===== config.mk =====
export PLATFORM = sky130hd
export DESIGN_NAME = bm_frame_accum
export DESIGN_NICKNAME = d
export VERILOG_FILES = /design/src/rtl/bm_frame_accum.sv
export SDC_FILE = /design/constraint.sdc
export NUM_CORES = 1
export LEC_CHECK = 0
export CAP_MARGIN = 10
export CORE_UTILIZATION = 59
export CTS_BUF_LIST = sky130_fd_sc_hd__clkbuf_8 sky130_fd_sc_hd__clkbuf_16
export DETAILED_ROUTE_END_ITERATION = 8
export PLACE_DENSITY = 0.85
export SETUP_SLACK_MARGIN = 0.02
export SYNTH_ARGS = -nofsm -noshare
export SYNTH_HDL_FRONTEND = slang
export SYNTH_SLANG_ARGS = --single-unit

===== constraint.sdc =====
create_clock -name clock -period 5.7 [get_ports clock]
set_input_delay 1.425 -clock clock [delete_from_list [all_inputs] [get_ports clock]]
set_output_delay 1.425 -clock clock [all_outputs]
set_load 0.03 [all_outputs]

===== src/rtl/bm_frame_accum.sv =====
// Frame accumulator: sums FRAME_LEN unsigned samples, then holds the total until it is taken downstream.
// Result is registered on the last accept edge; in_ready is low for the whole HOLD. Macro BM_FRAME_ACCUM_SATURATE_EN clamps instead of wrapping.
module bm_frame_accum #(
  parameter int DATA_W    = 18,
  parameter int ACC_W     = 24,
  parameter int FRAME_LEN = 128
) (
  input  logic              clock,
  input  logic              reset_n,
  input  logic              clear,
  input  logic              in_valid,
  input  logic [DATA_W-1:0] in_data,
  output logic              in_ready,
  output logic              out_valid,
  input  logic              out_ready,
  output logic [ACC_W-1:0]  out_data,
  output logic              out_ovf
);

  localparam int CNT_W = (FRAME_LEN > 1) ? $clog2(FRAME_LEN) : 1;
  localparam logic [CNT_W-1:0] CNT_LAST = CNT_W'(FRAME_LEN - 1);
  localparam logic [CNT_W-1:0] CNT_ONE  = CNT_W'(1);

  localparam logic ST_ACCUM = 1'b0;
  localparam logic ST_HOLD  = 1'b1;

  logic             state_q, state_d;
  logic [ACC_W-1:0] acc_q, acc_d;
  logic [CNT_W-1:0] cnt_q, cnt_d;
  logic             ovf_q, ovf_d;
  logic             out_valid_q, out_valid_d;
  logic [ACC_W-1:0] out_data_q, out_data_d;
  logic             out_ovf_q, out_ovf_d;

  logic [ACC_W:0]   sum;
  logic             ovf_next;
  logic [ACC_W-1:0] acc_next;
  logic             accept;

  assign in_ready  = (state_q == ST_ACCUM);
  assign out_valid = out_valid_q;
  assign out_data  = out_data_q;
  assign out_ovf   = out_ovf_q;

  assign accept   = in_valid & in_ready;
  assign sum      = {1'b0, acc_q} + (ACC_W+1)'(in_data);
  assign ovf_next = ovf_q | sum[ACC_W];

`ifdef BM_FRAME_ACCUM_SATURATE_EN
  // Once any carry has occurred this frame the total stays pinned at full scale.
  assign acc_next = ovf_next ? {ACC_W{1'b1}} : sum[ACC_W-1:0];
`else
  assign acc_next = sum[ACC_W-1:0];
`endif

  always_comb begin
    state_d     = state_q;
    acc_d       = acc_q;
    cnt_d       = cnt_q;
    ovf_d       = ovf_q;
    out_valid_d = out_valid_q;
    out_data_d  = out_data_q;
    out_ovf_d   = out_ovf_q;
    case (state_q)
      ST_ACCUM: begin
        if (clear) begin
          acc_d = '0;
          cnt_d = '0;
          ovf_d = 1'b0;
        end else if (accept) begin
          if (cnt_q == CNT_LAST) begin
            out_data_d  = acc_next;
            out_ovf_d   = ovf_next;
            out_valid_d = 1'b1;
            state_d     = ST_HOLD;
            acc_d       = '0;
            cnt_d       = '0;
            ovf_d       = 1'b0;
          end else begin
            acc_d = acc_next;
            cnt_d = cnt_q + CNT_ONE;
            ovf_d = ovf_next;
          end
        end
      end
      ST_HOLD: begin
        // clear is deliberately ignored here so a finished frame is never lost.
        if (out_valid_q && out_ready) begin
          out_valid_d = 1'b0;
          state_d     = ST_ACCUM;
        end
      end
      default: state_d = ST_ACCUM;
    endcase
  end

  always_ff @(posedge clock or negedge reset_n) begin
    if (!reset_n) begin
      state_q     <= ST_ACCUM;
      acc_q       <= '0;
      cnt_q       <= '0;
      ovf_q       <= 1'b0;
      out_valid_q <= 1'b0;
      out_data_q  <= '0;
      out_ovf_q   <= 1'b0;
    end else begin
      state_q     <= state_d;
      acc_q       <= acc_d;
      cnt_q       <= cnt_d;
      ovf_q       <= ovf_d;
      out_valid_q <= out_valid_d;
      out_data_q  <= out_data_d;
      out_ovf_q   <= out_ovf_d;
    end
  end

endmodule


After elaboration in Yosys (flattened, before gate mapping)

Index checks and enable logic that the tools add are counted.

Register bits: 59
Bits of input ports: 23
Output and inout bits: 27
Word-level logic and storage cells: 42

$add $sub $neg: 2
Equality and inequality tests: 5
Muxes and demuxes: 19
Bitwise gates (word level): 4
Reduce and logical (&&, ||, !) cells: 5

Operators with widths:

| cell                | number |
|---|---|
| $mux 24             | 3 |
| $add 24x18->25      | 1 |
| $mux 7              | 3 |
| $mux 1              | 11 |
| $reduce_and 4->1    | 2 |
| $add 7x1->7 const B | 1 |
| $eq 7x7->1 const B  | 1 |
| $ne 2x1->1 const B  | 3 |
| $pmux 1 s2          | 2 |
| $ne 2x2->1 const B  | 1 |
| $not 1->1           | 2 |
| $reduce_and 2->1    | 1 |
| $reduce_bool 2->1   | 1 |
| $and 1x1->1         | 1 |
| $logic_and 1x1->1   | 1 |
| $or 1x1->1          | 1 |

Logic depth before layout (Yosys ltp)

Gate-level depths: netlist of run 1.

Word-level depth: 5
Depth in mapped cells: 10

Worst setup path after synthesis of run 1

OpenSTA, ideal clock, no wires.

Path type: input port to flip-flop
Start: input in_data[0]
End: register acc_q[22]
Arrival: 3.292 ns
Data required time: 5.613 ns
Slack: 2.322 ns
Stages: 10
Path buffers: 0
Cell sequence: ha_1 -> inv_1 -> fa_1 -> nand2b_1 -> a21oi_1 -> o2111ai_1 -> a21boi_2 -> a21oi_2 -> or4_1 -> o211ai_1

Cells in the longest elaborated chain, start to end: 4

RTL lines:

| item                 | line | source |
|---|---|---|
| from (decl)          | 12   | `input logic [DATA_W-1:0] in_data,` |
| $add 24x18->25       | 46   | `assign sum = {1'b0, acc_q} + (ACC_W+1)'(in_data);` |
| $mux 24              | 71   | `if (cnt_q == CNT_LAST) begin` |
| $mux 24              | 70   | `end else if (accept) begin` |
| $mux 24              | 66   | `if (clear) begin` |
| to (signal assigned) | 100  | `acc_q <= '0;` |
| to (signal assigned) | 108  | `acc_q <= acc_d;` |
| to (decl)            | 28   | `logic [ACC_W-1:0] acc_q, acc_d;` |

No other way between the ends. The select of a mux whose other input is x is not followed.
A chain may end at the register's enable or synchronous reset.

Worst setup path after layout of run 1

Start: input in_data[0]
End: register out_data_q[22] (netlist: out_data[22])

Cells in the longest elaborated chain, start to end: 1

RTL lines:

| item                 | line | source |
|---|---|---|
| $add 24x18->25       | 46   |  |
| to (signal assigned) | 112  | `out_data_q <= out_data_d;` |
| to (decl)            | 32   | `logic [ACC_W-1:0] out_data_q, out_data_d;` |

No other way between the ends.

==> impl_metrics.ini, run 1 <==
[synthesis]
yosys.area_share.simple_pct = 14.4
synth_warnings = 0
async_reset_ff_share_pct = 100
synth_top_family_by_area = compound AO/OA/AOI/OAI gates
yosysTopAreaCellShare_pct = 43.5
yosysUniqueCellTypes = 45
synthAdderAreaFrac_pct = 7.60
ys.flop_type = dfrtp_1
synthesis.nets = 407
synth-edff-count = 0
synth_compound_area_share_pct = 21.0
synth_area_leaders = dfrtp_1, ha_1, nand2_1
postSynthCellCount = 364
yosysTopAreaCell = dfrtp_1
yosysSeqAreaShare_pct = 43.5
synth_xor_area_share_pct = 5.17
syn_area_mm2 = 0.00339
muxShareOfSynthArea_pct = 4.91
ys_ff_latch = 59
avgSynthCellArea_um2 = 9.32

[setup_path]
crit_arrival_ns = 4.03
r2r_end = out_data[22]
startpoint_type = input pin
path_class = in2reg
crit_path_end_kind = flop
path_cells = clkdlybuf4s50_1 > ha_1 > inv_1 > fa_1 > nand2b_1 > a21oi_1 > o2111ai_1 > a21boi_2 > a21oi_2 > or4_1 > o211ai_1
worst-path-max-fanout = 8
reg2reg_depth = 10
max_stage_delay_ns = 0.46
reg2reg_from = acc_q[0]
required_ns = 5.96
critPathSlowestCell = clkdlybuf4s50_1
rrSetupSlack_ns = 3.12

[timing]
maxSlewHeadroom_pct = 33.0
finalSetupTns_ns = 0
finClkSkew_ns = 0.00591
slew_violations = 0
setup_viol = 0
finalCritPeriodShare_pct = 66.2
max_freq_mhz = 265
hold_viol = 0
setup_slack_ns = 1.93
timing.final.crit_period_ns = 3.77
rsz0062_at_grt = no
worst_pin_slew_ns = 1.00

[detailed_routing]
drtIter0Drc = 203
ant_nets = 0
wl_mm = 7.31
firstDrtPassIters = 4
num_vias = 2867
viasPerCell = 5.89
drc = 0
drt-wirelength-per-cell_um = 15.0

[cells_and_area]
final_cell_area_mm2 = 0.00411
n_antenna_cell = 0
final_nets = 453
syn_to_final_growth_pct = 21.3
drive_above_1_share_pct = 8.92

[place]
place_ws_ns = 1.58
place_hpwl_mm = 5.21
place.port_buffers = 49
dpl_cell_area_mm2 = 0.00392
gp_congestion = 0.882

[floorplan]
die_y_um = 77.8
rows = 27
core_area_mm2 = 0.00551
dieArea_mm2 = 0.00605
io_pins = 50
start_util_pct = 61.6
die_w_um = 77.8

[pwr]
p_per_area_mw_per_mm2 = 273
ir_drop_v = 0.000203
p_leak_uw = 0.00185

[global_route]
gr-usage-all-layers_pct = 26.5
grt_start_max_net_pins = 60
grt_pass1_wl_mm = 12.5
gr-total-overflow = 0
antenna_found_initial = 0
grt_pass1_vias = 2718

[clock_network]
clock_latency_ns = 0.34
cts_tree = built
cts_hold_buf = 0
cts.htree.levels = 3
cts-resized-gates = 0
cts.clk_slew.worst_paths_ns = 0.07
cts_sinks = 59
cts_buffer_depth = 2
cts_buffers = 9
post_cts_buffers = 0
cts-root-buf = clkbuf_8

[hold_path]
hold_end = out_data[0]
whs_path_depth = 2
hp-class = reg2reg
worstHoldStart = out_data[0]

[job]
drv_cap = 0

[status]
status = completed
==> flip-flops by register name, summed over array words and instances, names as in the netlist <==
name       cells
cnt_q          7
ovf_q          1
acc_q         24
state_q        1
out_data      24
out_valid      1
out_ovf        1
==> worst max path at each step <==
stage / slack (ns) / from / depth (start not counted) / to
after CTS: 1.93 / in_data[0] / 11 / out_data[22]
after global placement: 1.67 / in_data[0] / 11 / out_data[22]
after floorplan: 2.32 / in_data[0] / 10 / acc_q[22]
after detailed placement: 1.58 / in_data[0] / 11 / out_data[22]
final: 1.93 / in_data[0] / 11 / out_data[22]
after global routing: 1.80 / in_data[0] / 11 / out_data[14]
==> critical path: cells and delay by family <==
kind	cells	cell delay, ns
AO/OA/AOI/OAI	5	0.92
adder cells (fa/ha/maj)	2	0.55
buffers and inverters	2	0.52
AND/OR/NAND/NOR	2	0.61
==> through the flow <==
| stage | utilization, % | hold slack, ns | std cells | power, uW |
|---|---|---|---|---|
| 2_1_floorplan | - | 0.450 | 364 | 679 |
| 3_3_place_gp | 71.2 | 0.459 | 471 | 748 |
| 3_5_place_dp | 71.2 | 0.468 | 471 | 755 |
| 4_1_cts | 74.7 | 0.486 | 487 | 1130 |
| 5_1_grt | 74.7 | 0.495 | 487 | 1190 |
| 6_report | 74.7 | 0.480 | 487 | 1120 |
==> layer usage <==
metal,share of wire [%],vias to the layer above,track usage [%]
met5,0,-,0
met4,2.4,0,12.5
met2,46,90,40.0
met1,47,1353,37.2
met3,5.0,16,4.47
li1,-,1408,-
==> placed cells by master (no fill, tap or decap), types with 2 or more instances in the layout <==
cell / n
nand2_1: 59
dfrtp_1: 59
clkdlybuf4s50_1: 48
o21ai_0: 34
a21oi_1: 30
ha_1: 19
nor2_1: 17
a22o_1: 15
mux2_2: 13
inv_1: 12
xnor2_1: 11
clkbuf_8: 10
nand3_1: 9
xor2_1: 9
nand4_1: 7
o21a_1: 4
nand2b_1: 4
o211ai_1: 4
and3_1: 4
a31oi_1: 4
o31ai_1: 4
a21o_1: 3
clkinv_2: 3
buf_4: 3
nor3b_1: 2
a211oi_1: 2
o2111ai_1: 2
mux2i_1: 2
nor3_1: 2
or4_1: 2
==> cells in the mapped netlist, types with 3 or more instances <==
library cell,number
dfrtp_1,59
nand2_1,59
o21ai_0,34
a21oi_1,30
ha_1,19
nor2_1,17
a22o_1,15
mux2_2,13
clkbuf_1,11
inv_1,11
xnor2_1,11
nand3_1,9
xor2_1,9
nand4_1,7
a31oi_1,4
and3_1,4
buf_2,4
nand2b_1,4
o211ai_1,4
o21a_1,4
o31ai_1,4
a21o_1,3
==> report_power, final <==
part	switching [uW]	internal [uW]	total, uW
sequential	19.2	443	462
combinational	171	120	291
clock	162	210	372
total	353	772	1120
==> logic make-up (layout without fill, tap and decap cells) <==
kind of cell             after synthesis  after routing
AO/OA/AOI/OAI                        113            113
AND/OR/NAND/NOR                      109            109
flip-flops                            59             59
buffers and inverters                 28             79
adder cells (fa/ha/maj)               20             20
XOR/XNOR                              20             20
multiplexers                          15             15
==> layout make-up <==
type                    count  area [um2]
clock buffers              10         138
clock inverters             6        56.3
fillers                   393        1390
inverters                  11        41.3
multi-input cells         277        1800
flip-flops and latches     59        1480
well taps                  72        90.1
repair buffers             52         508
Power figures use the tool's default switching activity.
==> run 2, diff against run 1 <==
--- a/config.mk
+++ b/config.mk
@@ -6,10 +6,10 @@
 export NUM_CORES = 1
 export LEC_CHECK = 0
 export CAP_MARGIN = 10
-export CORE_UTILIZATION = 59
+export CORE_UTILIZATION = 55
 export CTS_BUF_LIST = sky130_fd_sc_hd__clkbuf_8 sky130_fd_sc_hd__clkbuf_16
 export DETAILED_ROUTE_END_ITERATION = 8
-export PLACE_DENSITY = 0.85
+export PLACE_DENSITY = 0.8
 export SETUP_SLACK_MARGIN = 0.02
 export SYNTH_ARGS = -nofsm -noshare
 export SYNTH_HDL_FRONTEND = slang
==> constraint.sdc (replaced) <==
create_clock -name clock -period 3.5 [get_ports clock]
set_input_delay 0.875 -clock clock [delete_from_list [all_inputs] [get_ports clock]]
set_output_delay 0.875 -clock clock [all_outputs]
set_load 0.03 [all_outputs]
==> impl_metrics.ini, run 2 (synthesized netlist as in run 1, its figures left out) <==
[setup_path]
r2r_end = out_data[15]
startpoint_type = input pin
required_ns = 3.72
rrSetupSlack_ns = 0.97
path_class = in2reg
crit_path_end_kind = flop
reg2reg_from = acc_q[1]
reg2reg_depth = 8
crit_arrival_ns = 3.36
worst-path-max-fanout = 3

[global_route]
antenna_found_initial = 0
gr-total-overflow = 0
grt_start_max_net_pins = 60
grt_pass1_wl_mm = 13.0
gr-usage-all-layers_pct = 26.6
grt_pass1_vias = 2748

[floorplan]
die_w_um = 80.5
start_util_pct = 57.3
rows = 28
core_area_mm2 = 0.00592
dieArea_mm2 = 0.00648
io_pins = 50
die_y_um = 80.5

[clock_network]
cts_buffer_depth = 2
cts_tree = built
cts_hold_buf = 0
cts.htree.levels = 3
cts_buffers = 9
clock_latency_ns = 0.34
cts-resized-gates = 0
cts_sinks = 59
cts.clk_slew.worst_paths_ns = 0.07
cts-root-buf = clkbuf_8
post_cts_buffers = 0

[timing]
setup_viol = 0
finClkSkew_ns = 0.00950
finalSetupTns_ns = 0
finalCritPeriodShare_pct = 89.8
slew_violations = 0
setup_slack_ns = 0.356
worst_pin_slew_ns = 0.749
holdWs_ns = 0.476
rsz0062_at_grt = no
max_freq_mhz = 318
maxSlewHeadroom_pct = 50.1
hold_viol = 0
timing.final.crit_period_ns = 3.14

[detailed_routing]
drc = 0
routed.top_layer = met4
drt-wirelength-per-cell_um = 15.7
ant_nets = 0
drtIter0Drc = 142
num_vias = 2918
viasPerCell = 5.88
wl_met1_mm = 3.65
wl_met3_um = 341
dr_wl_met2_mm = 3.68
wl_mm = 7.81
firstDrtPassIters = 4

[hold_path]
hp-class = reg2reg
whs_path_depth = 2
hold_end = out_data[1]
worstHoldStart = out_data[1]

[job]
drv_cap = 0

[place]
dpl_cell_area_mm2 = 0.00397
place_hpwl_mm = 5.34
gp_congestion = 0.905
place_ws_ns = 0.00677
place.port_buffers = 49

[pwr]
seq_power_share_pct = 37.6
ir_drop_v = 0.000318
p_leak_uw = 0.00190
p_per_area_mw_per_mm2 = 475
p_sw_uw = 594
clockPowerShare_pct = 37.9
p_sw_share_pct = 29.7
finalPower_uw = 2000
intPower_uw = 1410
combPwrFrac_pct = 24.4

[status]
status = completed

[cells_and_area]
n_antenna_cell = 0
final_nets = 459
final_cell_mix = nand2_1, dfrtp_1, clkdlybuf4s50_1
syn_to_final_growth_pct = 24.1
drive_above_1_share_pct = 10.2
final_cell_area_mm2 = 0.00421
-- run 2: worst max path at each step --
stage | from | to | slack, ns | depth (start not counted)
6_report | in_data[0] | out_data[14] | 0.36 | 11
2_1_floorplan | in_data[0] | acc_q[22] | 0.67 | 10
3_5_place_dp | in_data[0] | acc_q[22] | 0.007 | 11
4_1_cts | in_data[0] | acc_q[22] | 0.35 | 11
3_3_place_gp | in_data[0] | acc_q[22] | 0.07 | 11
5_1_grt | in_data[0] | out_data[14] | 0.17 | 11
-- run 2: worst max-delay path, cell delays in order --
cell and delay [ns]:
clkdlybuf4s50_1 0.46, ha_1 0.16, inv_1 0.06, fa_1 0.40, nand2b_1 0.18, a21oi_1 0.23
o21ai_0 0.17, a21oi_1 0.27, nor2_1 0.11, xnor2_1 0.16, mux2_2 0.28
-- run 2: layout make-up --
class / instances / area [um2]
multi-input combinational: 277 / 1800
clock buffer: 10 / 138
inverter: 11 / 41.3
fill: 455 / 1710
sequential: 59 / 1480
clock inverter: 6 / 104
tap: 75 / 93.8
timing repair buffer: 58 / 553
-- run 2: power groups by stage --
stage / logic [uW] / registers, uW / clock network (uW)
6_report: 489 / 752 / 759
5_1_grt: 542 / 757 / 789
4_1_cts: 483 / 751 / 766
3_5_place_dp: 472 / 763 / 0
3_3_place_gp: 460 / 761 / 0
2_1_floorplan: 355 / 751 / 0
-- run 2: metal layers --
metal / global-route usage [%] / vias to the layer above
met1: 35.5 / 1400
met4: 11.4 / 0
li1: - / 1420
met5: 0 / -
met3: 4.77 / 13
met2: 42.0 / 85
-- run 2: per-stage QoR --
stage / cells / utilization, %
finish: 496 / 71.1
global route: 496 / 71.1
CTS: 496 / 71.1
detailed placement: 480 / 67.0
global placement: 480 / 67.0
floorplan: 364 / -
